==> src/rtl/if_fetch_unit.sv <==
// rtl/if_fetch_unit.sv - instruction-fetch stage with delay-slot redirect, stall and flush
//
// Holds the PC, runs single-outstanding fetches to instruction memory and
// drives the IF/ID register.
//
// Ports:
//   i_clk, i_rst_n             clock; synchronous active-low reset
//   i_stall                    hold IF/ID outputs, ID consumes nothing
//   i_flush, i_flush_pc        exception/eret redirect, highest priority
//   i_branch_flag, i_branch_addr  taken branch/jump of the instruction in ID
//   o_imem_req, o_imem_addr    fetch request, held high until ack
//   i_imem_ack, i_imem_rdata   one-cycle response, may coincide with request rise
//   o_if_valid, o_if_pc, o_if_inst  IF/ID register
module if_fetch_unit #(
  parameter int                ADDR_W   = 32,
  parameter int                INST_W   = 32,
  parameter logic [ADDR_W-1:0] RESET_PC = 32'hBFC0_0000
) (
  input  logic              i_clk,
  input  logic              i_rst_n,
  input  logic              i_stall,
  input  logic              i_flush,
  input  logic [ADDR_W-1:0] i_flush_pc,
  input  logic              i_branch_flag,
  input  logic [ADDR_W-1:0] i_branch_addr,
  output logic              o_imem_req,
  output logic [ADDR_W-1:0] o_imem_addr,
  input  logic              i_imem_ack,
  input  logic [INST_W-1:0] i_imem_rdata,
  output logic              o_if_valid,
  output logic [ADDR_W-1:0] o_if_pc,
  output logic [INST_W-1:0] o_if_inst
);

  typedef enum logic [1:0] {S_IDLE, S_REQ, S_HOLD, S_DISCARD} state_t;

  localparam logic [ADDR_W-1:0] ALIGN_MASK = ~ADDR_W'(3);
  localparam logic [ADDR_W-1:0] INSN_BYTES = ADDR_W'(4);

  state_t            r_state;
  logic [ADDR_W-1:0] r_pc;
  logic [ADDR_W-1:0] r_imem_addr;
  logic              r_imem_req;
  logic [ADDR_W-1:0] r_hold_pc;
  logic [INST_W-1:0] r_hold_inst;
  logic              r_if_valid;
  logic [ADDR_W-1:0] r_if_pc;
  logic [INST_W-1:0] r_if_inst;

  logic              w_take_branch;
  logic [ADDR_W-1:0] w_branch_addr;
  logic [ADDR_W-1:0] w_flush_pc;
  logic [ADDR_W-1:0] w_nfa;
  logic              w_issue;
  logic [ADDR_W-1:0] w_issue_addr;

  // A branch only counts on the cycle ID actually consumes it.
  assign w_take_branch = i_branch_flag & ~i_stall & ~i_flush;
  assign w_branch_addr = i_branch_addr & ALIGN_MASK;
  assign w_flush_pc    = i_flush_pc & ALIGN_MASK;
  assign w_nfa         = w_take_branch ? w_branch_addr : r_pc;

  // Decide whether a new fetch is launched this cycle and from where.
  always_comb begin
    w_issue      = 1'b0;
    w_issue_addr = w_nfa;
    if (i_flush) begin
      w_issue_addr = w_flush_pc;
      case (r_state)
        S_REQ:     w_issue = i_imem_ack;
        S_DISCARD: w_issue = 1'b0;
        default:   w_issue = 1'b1;
      endcase
    end else begin
      case (r_state)
        S_IDLE:  w_issue = 1'b1;
        S_REQ:   w_issue = i_imem_ack & ~i_stall;
        S_HOLD:  w_issue = ~i_stall;
        default: begin
          // The flush target already sits in r_pc; the stale ack just frees the bus.
          w_issue      = i_imem_ack;
          w_issue_addr = r_pc;
        end
      endcase
    end
  end

  always_ff @(posedge i_clk) begin
    if (!i_rst_n) begin
      r_state     <= S_IDLE;
      r_pc        <= RESET_PC;
      r_imem_addr <= '0;
      r_imem_req  <= 1'b0;
      r_hold_pc   <= '0;
      r_hold_inst <= '0;
      r_if_valid  <= 1'b0;
      r_if_pc     <= '0;
      r_if_inst   <= '0;
    end else begin
      if (w_issue) begin
        r_imem_addr <= w_issue_addr;
        r_pc        <= w_issue_addr + INSN_BYTES;
        r_imem_req  <= 1'b1;
      end else if (i_flush) begin
        r_pc <= w_flush_pc;
      end else if (w_take_branch) begin
        // Delay-slot fetch is still in flight; retarget the one after it.
        r_pc <= w_branch_addr;
      end

      if (i_flush) begin
        r_if_valid <= 1'b0;
        if (r_state == S_REQ && !i_imem_ack) begin
          r_state <= S_DISCARD;
        end else if (r_state != S_DISCARD) begin
          r_state <= S_REQ;
        end
      end else begin
        case (r_state)
          S_IDLE: r_state <= S_REQ;
          S_REQ: begin
            if (i_imem_ack) begin
              if (!i_stall) begin
                r_if_valid <= 1'b1;
                r_if_pc    <= r_imem_addr;
                r_if_inst  <= i_imem_rdata;
              end else begin
                r_hold_pc   <= r_imem_addr;
                r_hold_inst <= i_imem_rdata;
                r_imem_req  <= 1'b0;
                r_state     <= S_HOLD;
              end
            end else if (!i_stall) begin
              r_if_valid <= 1'b0;
            end
          end
          S_HOLD: begin
            if (!i_stall) begin
              r_if_valid <= 1'b1;
              r_if_pc    <= r_hold_pc;
              r_if_inst  <= r_hold_inst;
              r_state    <= S_REQ;
            end
          end
          default: begin
            if (i_imem_ack) begin
              r_state <= S_REQ;
            end
          end
        endcase
      end
    end
  end

  assign o_imem_req  = r_imem_req;
  assign o_imem_addr = r_imem_addr;
  assign o_if_valid  = r_if_valid;
  assign o_if_pc     = r_if_pc;
  assign o_if_inst   = r_if_inst;

endmodule
==> config.mk <==
export PLATFORM = sky130hd
export DESIGN_NAME = if_fetch_unit
export DESIGN_NICKNAME = d
export VERILOG_FILES = /design/src/rtl/if_fetch_unit.sv
export SDC_FILE = /design/constraint.sdc
export NUM_CORES = 1
export LEC_CHECK = 0
export CAP_MARGIN = 0
export CORE_ASPECT_RATIO = 0.7
export CORE_UTILIZATION = 54
export DETAILED_ROUTE_END_ITERATION = 6
export MAX_ROUTING_LAYER = met4
export PLACE_DENSITY = 0.9
export SETUP_SLACK_MARGIN = 0.05
export SLEW_MARGIN = 10
export SYNTH_ARGS = -nofsm -noshare
export SYNTH_HDL_FRONTEND = slang
export SYNTH_SLANG_ARGS = --single-unit
==> constraint.sdc <==
create_clock -name i_clk -period 7.25 [get_ports i_clk]
set_clock_uncertainty 0.15 [all_clocks]
set_input_delay 0.725 -clock i_clk [delete_from_list [all_inputs] [get_ports i_clk]]
set_output_delay 0.725 -clock i_clk [all_outputs]
set_load 0.01 [all_outputs]
# Word level (Yosys, flattened, before mapping)
# Cells that the tools add are included.
# Widths: inputs -> output; s select.
[word_totals] word_cells=72 reg_bits=196
[op_classes] n_reduce_logical=11 addsub=1 muxes=33 n_eq_ne=12 n_bitwise=6
[ops] cell="$mux 32" count=11
[ops] cell="$pmux 32 s2" count=2
[ops] cell="$add 32x3->32 const B" count=1
[ops] cell="$mux 2" count=7
[ops] cell="$ne 3x3->1 const B" count=4
[ops] cell="$reduce_and 5->1" count=2
[ops] cell="$mux 1" count=9
[ops] cell="$ne 2x2->1 const B" count=4
[ops] cell="$pmux 2 s3" count=1
[ops] cell="$eq 2x2->1 const B" count=2
[ops] cell="$pmux 1 s2" count=2
[ops] cell="$reduce_and 4->1" count=1
[ops] cell="$reduce_bool 4->1" count=1
[ops] cell="$and 1x1->1" count=3
[ops] cell="$ne 3x1->1 const B" count=1
[ops] cell="$not 1->1" count=3
[ops] cell="$pmux 1 s3" count=1
[ops] cell="$reduce_or 3->1" count=1
[ops] cell="$eq 2x1->1 const B" count=1
[ops] cell="$logic_not 2->1" count=1
[ops] cell="$reduce_and 2->1" count=1
[ops] cell="$reduce_bool 2->1" count=1
[ops] cell="$reduce_or 2->1" count=1
[ops] cell="$logic_and 1x1->1" count=1
[ops] cell="$logic_not 1->1" count=1

# Depth between registers and ports, before layout
# Gate-level depths: netlist (run 1).
[logic_depth] depth_word=9 ltp_mapped=13 ltp_nobuf=9

# Least setup slack after synthesis (run 1)
# OpenSTA, ideal clock, no wires.
[synth_path] path_type="input -> register" start="input port i_flush" end="register r_pc[24]" setup_time_ns=0.127 arrival_ns=3.214 slack_ns=3.759 n_path_buf=5 path_stages=13 cell_sequence="buf_6 -> inv_6 -> buf_6 -> buf_6 -> clkbuf_1 -> clkbuf_1 -> nor2_1 -> a31oi_1 -> ha_1 -> and4_1 -> nand3_2 -> o31a_1 -> or3_1"
[synth_between] elab_chain_cells=7
[synth_lines] item="start, declared" line="22" rtl="input logic i_flush,"
[synth_lines] item="$not 1->1 (no source line)"
[synth_lines] item="$and 1x1->1" line="58" rtl="assign w_take_branch = i_branch_flag & ~i_stall & ~i_flush;"
[synth_lines] item="$mux 32"
[synth_lines] item="$mux 32" line="75" rtl="case (r_state)"
[synth_lines] item="$mux 32 (*)" line="67" rtl="if (i_flush) begin"
[synth_lines] item="via w_issue_addr[2]" line="55" rtl="logic [ADDR_W-1:0] w_issue_addr;"
[synth_lines] item="$add 32x3->32 (*)" line="102" rtl="r_pc <= w_issue_addr + INSN_BYTES;"
[synth_lines] item="$mux 32 (*)" line="100" rtl="if (w_issue) begin"
[synth_lines] item="end signal, assigned" line="102"
[synth_lines] item="end signal, assigned" line="105" rtl="r_pc <= w_flush_pc;"
[synth_lines] item="end signal, assigned" line="108" rtl="r_pc <= w_branch_addr;"
[synth_lines] item="end, declared" line="41" rtl="logic [ADDR_W-1:0] r_pc;"
# The timed path passes the listed nets; every way through them passes the cells marked *.
# A chain may end at the register's enable or synchronous reset.

# Final worst setup path (run 1)
[layout_path] start="input port i_stall" end="register r_pc[24]"
[layout_between] elab_chain_cells=8
[layout_lines] item="start, declared" line="21" rtl="input logic i_stall,"
[layout_lines] item="$not 1->1 (*)" line="58, 77, 78"
[layout_lines] item="$and 1x1->1 (2 in a row)" line="58"
[layout_lines] item="$mux 32"
[layout_lines] item="$mux 32" line="75"
[layout_lines] item="$mux 32" line="67"
[layout_lines] item="$add 32x3->32" line="102"
[layout_lines] item="$mux 32 (*)" line="100"
# Every way passes the cells marked *; elsewhere a longest branch is shown, timed or not.

==> run summary, run 1 <==
Resized cells post-CTS = 0
Total Wirelength = 27.6 mm
yosys warns = 0
syn_area_per_cell = 8.30 um^2
placed cell area = 12000 um^2
vias = 9413
Pins Over Slew Limit = 0
CORE AREA = 18200 um^2
Setup WS pre-CTS = 2500 ps
Setup Crit Path Kind = input port to flop
Synth async-reset ratio = 0%
GP Congestion = 0.939
Post-Syn Nets = 1327
Yosys top cell by area = dfxtp_1
Post-CTS Setup Bufs = 0
chip width = 166 um
initial drt markers = 815
worst min path class = flop to flop
CTS tree = done
fin crit share = 61.1%
WL/cell = 17.3 um
wire length of the first global-routing pass = 44.1 mm
Pre-antenna DRT Iters = 7
pin count of the biggest net entering global routing = 123
dpl hpwl = 18.1 mm
most common cell after layout, fill and taps aside = nand2_1
Post-Syn Instances = 1224
Initial Utilization = 55.8%
Post-Synth Adder-Cell Area = 0.123%
Finish-stage setup viols = 0
worst reg-to-reg setup slack = 3370 ps
largest family of logic cells by synthesized area = simple AND/OR/NAND/NOR gates
Lkg Pwr = 5.64 nW
status = finished with violations
Post-route DRC = 12
largest cells by area after synthesis = dfxtp_1 (39%), nand2_1 (11%), o211a_1 (7.5%)
area added between synthesis and finish = 23.4%
fmax = 226 MHz
total area of sequential cells = 3920 um^2
Post-synth EDFFs = 0
most frequent cells in the layout = nand2_1 (311), dfxtp_1 (196), clkdlybuf4s50_1 (193), a21boi_0 (82), nor2_1 (77)
CP arrival = 4600 ps
Finished Core Util = 68.9%
ys flop type = dfxtp_1
PD cells = 207 nW/um^2
CP startpoint kind = input port
Inserted Clock Buffers = 17
crit end category = flop
WHS = 275 ps
H-tree levels = 4
antenna cell count = 0
num ports = 200
Finished Cell Area = 12500 um^2
Setup TNS Final = 0 ps
largest fanout on the critical path = 32
clk slew on worst S/H paths = 70 ps
vias per std cell = 5.91
Worst Path Required = 7420 ps
Fill cells = 1461
register area share after synthesis = 38.6%
clk_lat worst skew = 430 ps
Clock Tree Root = clkbuf_16
share of cells above drive strength 1 = 5.97%
cell row count = 41
slew at the pin with the worst max-slew slack = 1200 ps
maxcap violations = 0
simple-gate share of the synthesized area = 23.8%
chip height = 117 um
post-synth top area share = 38.6%
worst setup margin = 2820 ps
Compound-Gate Fraction of Synth Area = 23.8%
Peak VDD IR = 0.000138 V
Die ar. = 19400 um^2
Final #Nets = 1447
initial antenna violation count = 0
GRT Total Usage = 29.2%
number of clock sinks = 196
Post-Synth XOR/XNOR Area = 1.29%
Synth Register Bits = 196
GR Overflow Total = 0
Post-DRT Antenna Nets = 0
failing checks = DRC
vias in the first global route = 8951
Min Clock Period, post-route = 4430 ps
Final Hold Viols = 0
worst rel slew slack = 20.3%
CTS Hold Bufs = 0
synthesized area = 10200 um^2
Port Buffers = 195
clk buf depth = 2
post-synth cell types = 84
area of the multi-input gates = 5690 um^2
mux share of post-synthesis cell area = 6.63%
RSZ-0062 raised after global routing = false
-- flip-flops by register name (all words and copies together), names as in the netlist --
register	count
r_pc	32
r_state	2
o_if_pc	32
r_hold_pc	32
o_imem_addr	32
o_if_valid	1
o_imem_req	1
o_if_inst	32
r_hold_inst	32
-- routing by layer --
layer | global-route usage [%] | share of wire, %
met5 | - | 0
met4 | 8.79 | 1.7
met3 | 7.49 | 9.7
met2 | 48.0 | 46
met1 | 35.5 | 42
-- cells by family after synthesis --
| family | after synthesis |
|---|---|
| fa+ha+maj | 1 |
| buf+inv | 109 |
| flops | 196 |
| simple gates | 526 |
| compound gates | 310 |
| mux | 67 |
| xor+xnor | 15 |
-- Yosys cell counts, types with 5 or more instances --
cell / number
nand2_1: 311
dfxtp_1: 196
a21boi_0: 82
nor2_1: 78
o211a_1: 76
mux2i_1: 65
clkbuf_1: 61
o21ai_0: 49
a21oi_1: 24
nand3_1: 23
a31oi_1: 21
nor2b_1: 17
nand4_1: 16
and3_1: 14
buf_1: 11
buf_2: 10
nand2b_1: 10
or4_1: 10
xnor2_1: 10
buf_4: 9
buf_6: 9
and2_1: 8
nor4_1: 5
xor2_1: 5
-- through the flow --
stage	power, mW	cells
floorplan	1.47	1224
global placement	1.65	1561
detailed placement	1.66	1561
CTS	2.61	1593
global route	2.70	1593
finish	2.60	1593
-- cell type report --
class | instances | area share (%)
repair buffers | 206 | 16.2
multi-input cells | 919 | 45.4
well taps | 236 | 2.35
inverters | 4 | 0.160
clock buffers | 19 | 3.61
clock inverters | 13 | 1.07
flip-flops and latches | 196 | 31.3
-- power breakdown --
group | switching, mW | internal [mW] | leakage [nW]
Sequential | 0.0445 | 1.13 | 1.60
Clock | 0.451 | 0.505 | 0.291
Combinational | 0.248 | 0.220 | 3.75
-- worst max-delay path: stages --
cell and delay, ps:
clkdlybuf4s50_1 770, nand2b_2 480, buf_4 420, o211ai_1 170
a31oi_1 430, and4_1 510, nand3_1 360, o31a_1 340
or3_1 360
-- path summary, 6_finish.rpt --
kind         startpoint       end  cells past startpoint
max             i_stall  r_pc[24]                      9
min             r_pc[1]   r_pc[1]                      2
max reg2reg  r_state[0]  r_pc[24]                      9
min reg2reg     r_pc[1]   r_pc[1]                      2
Power figures use the tool's default switching activity.
==> run 2, diff against run 1 <==
Settings changed: CORE_UTILIZATION 54 to 52, PLACE_DENSITY 0.9 to 0.87.
Clock period 7.25 ns to 4.6 ns, I/O delays scaled along.
==> run 2 against run 1 <==
The flow now finishes without violations. First-iteration DRC count increased by 7.9%. Sequential share of layout area down 0.28 points. Combinational power rose by 59%. Critical path depth fell by 1. Clock power up 56%. Via count is 0.13% higher. Cell count grew 2.1%. Die area increased by 3.8%. Flip-flop and latch count is the same. Total power up 57%. Non-clock buffer count grew 5. Critical endpoint unchanged.
==> run summary, run 2 (same netlist as run 1, synthesis figures left out) <==
status = finished, final reports clean
Worst Path Required = 4770 ps (-2650 ps)
worst rel slew slack = 30.1% (+9.7 points)
RSZ-0062 raised after global routing = false
Inserted Clock Buffers = 17 (unchanged)
GP Congestion = 0.920 (-2.0%)
WL/cell = 17.0 um (-1.7%)
GRT Total Usage = 28.4% (-0.77 points)
Post-route DRC = 0 (-12)
antenna cell count = 0 (unchanged)
vias per std cell = 5.80 (-1.9%)
vias = 9425 (+0.13%)
vias in the first global route = 8887 (-0.72%)
chip width = 169 um (+1.9%)
largest fanout on the critical path = 13 (-59%)
chain of cells forming the critical path = clkdlybuf4s50_1, nor3b_4, a31oi_1, a21boi_1, and4_1, nand3_1, o31a_1, or3_1
CORE AREA = 19000 um^2 (+4.5%)
worst min path class = flop to flop
pin count of the biggest net entering global routing = 129 (+4.9%)
Min Clock Period, post-route = 3680 ps
Finished Cell Area = 12700 um^2 (+0.92%)
Total Wirelength = 27.7 mm (+0.34%)
cell row count = 42 (+2.4%)
Pre-antenna DRT Iters = 5 (-2)
CTS tree = done
clk buf depth = 2 (unchanged)
chip height = 119 um (+1.9%)
num ports = 200 (unchanged)
fmax = 272 MHz
Post-DRT Antenna Nets = 0 (unchanged)
Lkg Pwr = 5.67 nW (+0.56%)
Fill cells = 1556 (+6.5%)
Die ar. = 20100 um^2 (+3.8%)
slew at the pin with the worst max-slew slack = 1050 ps (-146 ps)
Finish-stage setup viols = 0 (unchanged)
area added between synthesis and finish = 24.6%
Port Buffers = 195 (unchanged)
Initial Utilization = 53.4% (-2.4 points)
CP max-delay cell = nor3b_4
Worst Path Buf+Inv = 1 (-1)
Pins Over Slew Limit = 0 (unchanged)
Setup TNS Final = 0 ps (unchanged)
FF-to-FF path depth = 7 (-2)
Peak VDD IR = 0.000189 V (+37%)
Post-CTS Setup Bufs = 0 (unchanged)
CTS Hold Bufs = 0 (unchanged)
GR Overflow Total = 0 (unchanged)
initial drt markers = 879 (+7.9%)
wire length of the first global-routing pass = 44.6 mm (+0.95%)
Final Hold Viols = 0 (unchanged)
share of cells above drive strength 1 = 6.24% (+0.27 points)
CP arrival = 3850 ps (-750 ps)
PD cells = 324 nW/um^2 (+56%)
Setup Crit Path Kind = input port to flop
crit end category = flop
clk_lat worst skew = 440 ps (about the same)
placed cell area = 12100 um^2 (+0.92%)
Worst path top cell family by delay = simple AND/OR/NAND/NOR gates
most common cell after layout, fill and taps aside = nand2_1
critical path depth in cells = 8 (-1)
Worst path max stage delay = 670 ps (-100 ps)
Clock Tree Root = clkbuf_16
dpl hpwl = 18.3 mm (+1.4%)
CP startpoint kind = input port
initial antenna violation count = 0 (unchanged)
H-tree levels = 4 (unchanged)
maxcap violations = 0 (unchanged)
fin crit share = 80.0%
number of clock sinks = 196 (unchanged)
most frequent cells in the layout = nand2_1 (311), dfxtp_1 (196), clkdlybuf4s50_1 (193), a21boi_0 (82), nor2_1 (77)
Resized cells post-CTS = 0 (unchanged)
hold path depth = 2 (unchanged)
clk slew on worst S/H paths = 70 ps (about the same)
Final #Nets = 1452 (+0.35%)
-- run 2: stage by stage --
step | std cells | worst slack [ps] | total power, mW | hold slack [ps] | utilization [%]
floorplan | 1224 | 1370 | 2.32 | 258 | -
global placement | 1594 | 691 | 2.61 | 266 | 63.4
detailed placement | 1594 | 628 | 2.63 | 270 | 63.4
CTS | 1626 | 1060 | 4.11 | 281 | 66.5
global route | 1626 | 821 | 4.26 | 302 | 66.5
finish | 1626 | 921 | 4.09 | 279 | 66.5
-- run 2: layout make-up --
class / count / area [um^2] / area share, %
Multi-Input combinational cell: 919 / 5690 / 44.9
Sequential cell: 196 / 3920 / 31.0
Timing Repair Buffer: 211 / 2100 / 16.6
Clock buffer: 20 / 457 / 3.61
Tap cell: 264 / 330 / 2.61
Clock inverter: 12 / 135 / 1.07
Inverter: 4 / 20.0 / 0.158
-- run 2: where the power goes --
| part | internal, mW | total (mW) | switching, mW |
|---|---|---|---|
| Sequential | 1.78 | 1.85 | 0.0696 |
| Clock | 0.797 | 1.49 | 0.698 |
| Combinational | 0.353 | 0.745 | 0.392 |
-- run 2: worst min-delay path, stage by stage, from the launching register on --
cell and delay (ps):
dfxtp_1 310, inv_1 50, nor2_1 30
-- run 2: final timing paths --
kind	to	slack, ps	start
min reg2reg	r_pc[0]	280	r_pc[0]
min	r_pc[0]	280	r_pc[0]
max	r_pc[24]	920	i_branch_flag
max reg2reg	r_pc[24]	1140	r_state[0]
-- run 2: metal layers --
metal | vias up | track usage, % | wire [um]
met5 | - | - | 0
met4 | 0 | 9.01 | 537
met3 | 49 | 6.68 | 2480
met2 | 361 | 44.6 | 12600
met1 | 4468 | 36.2 | 12100
li1 | 4547 | - | -
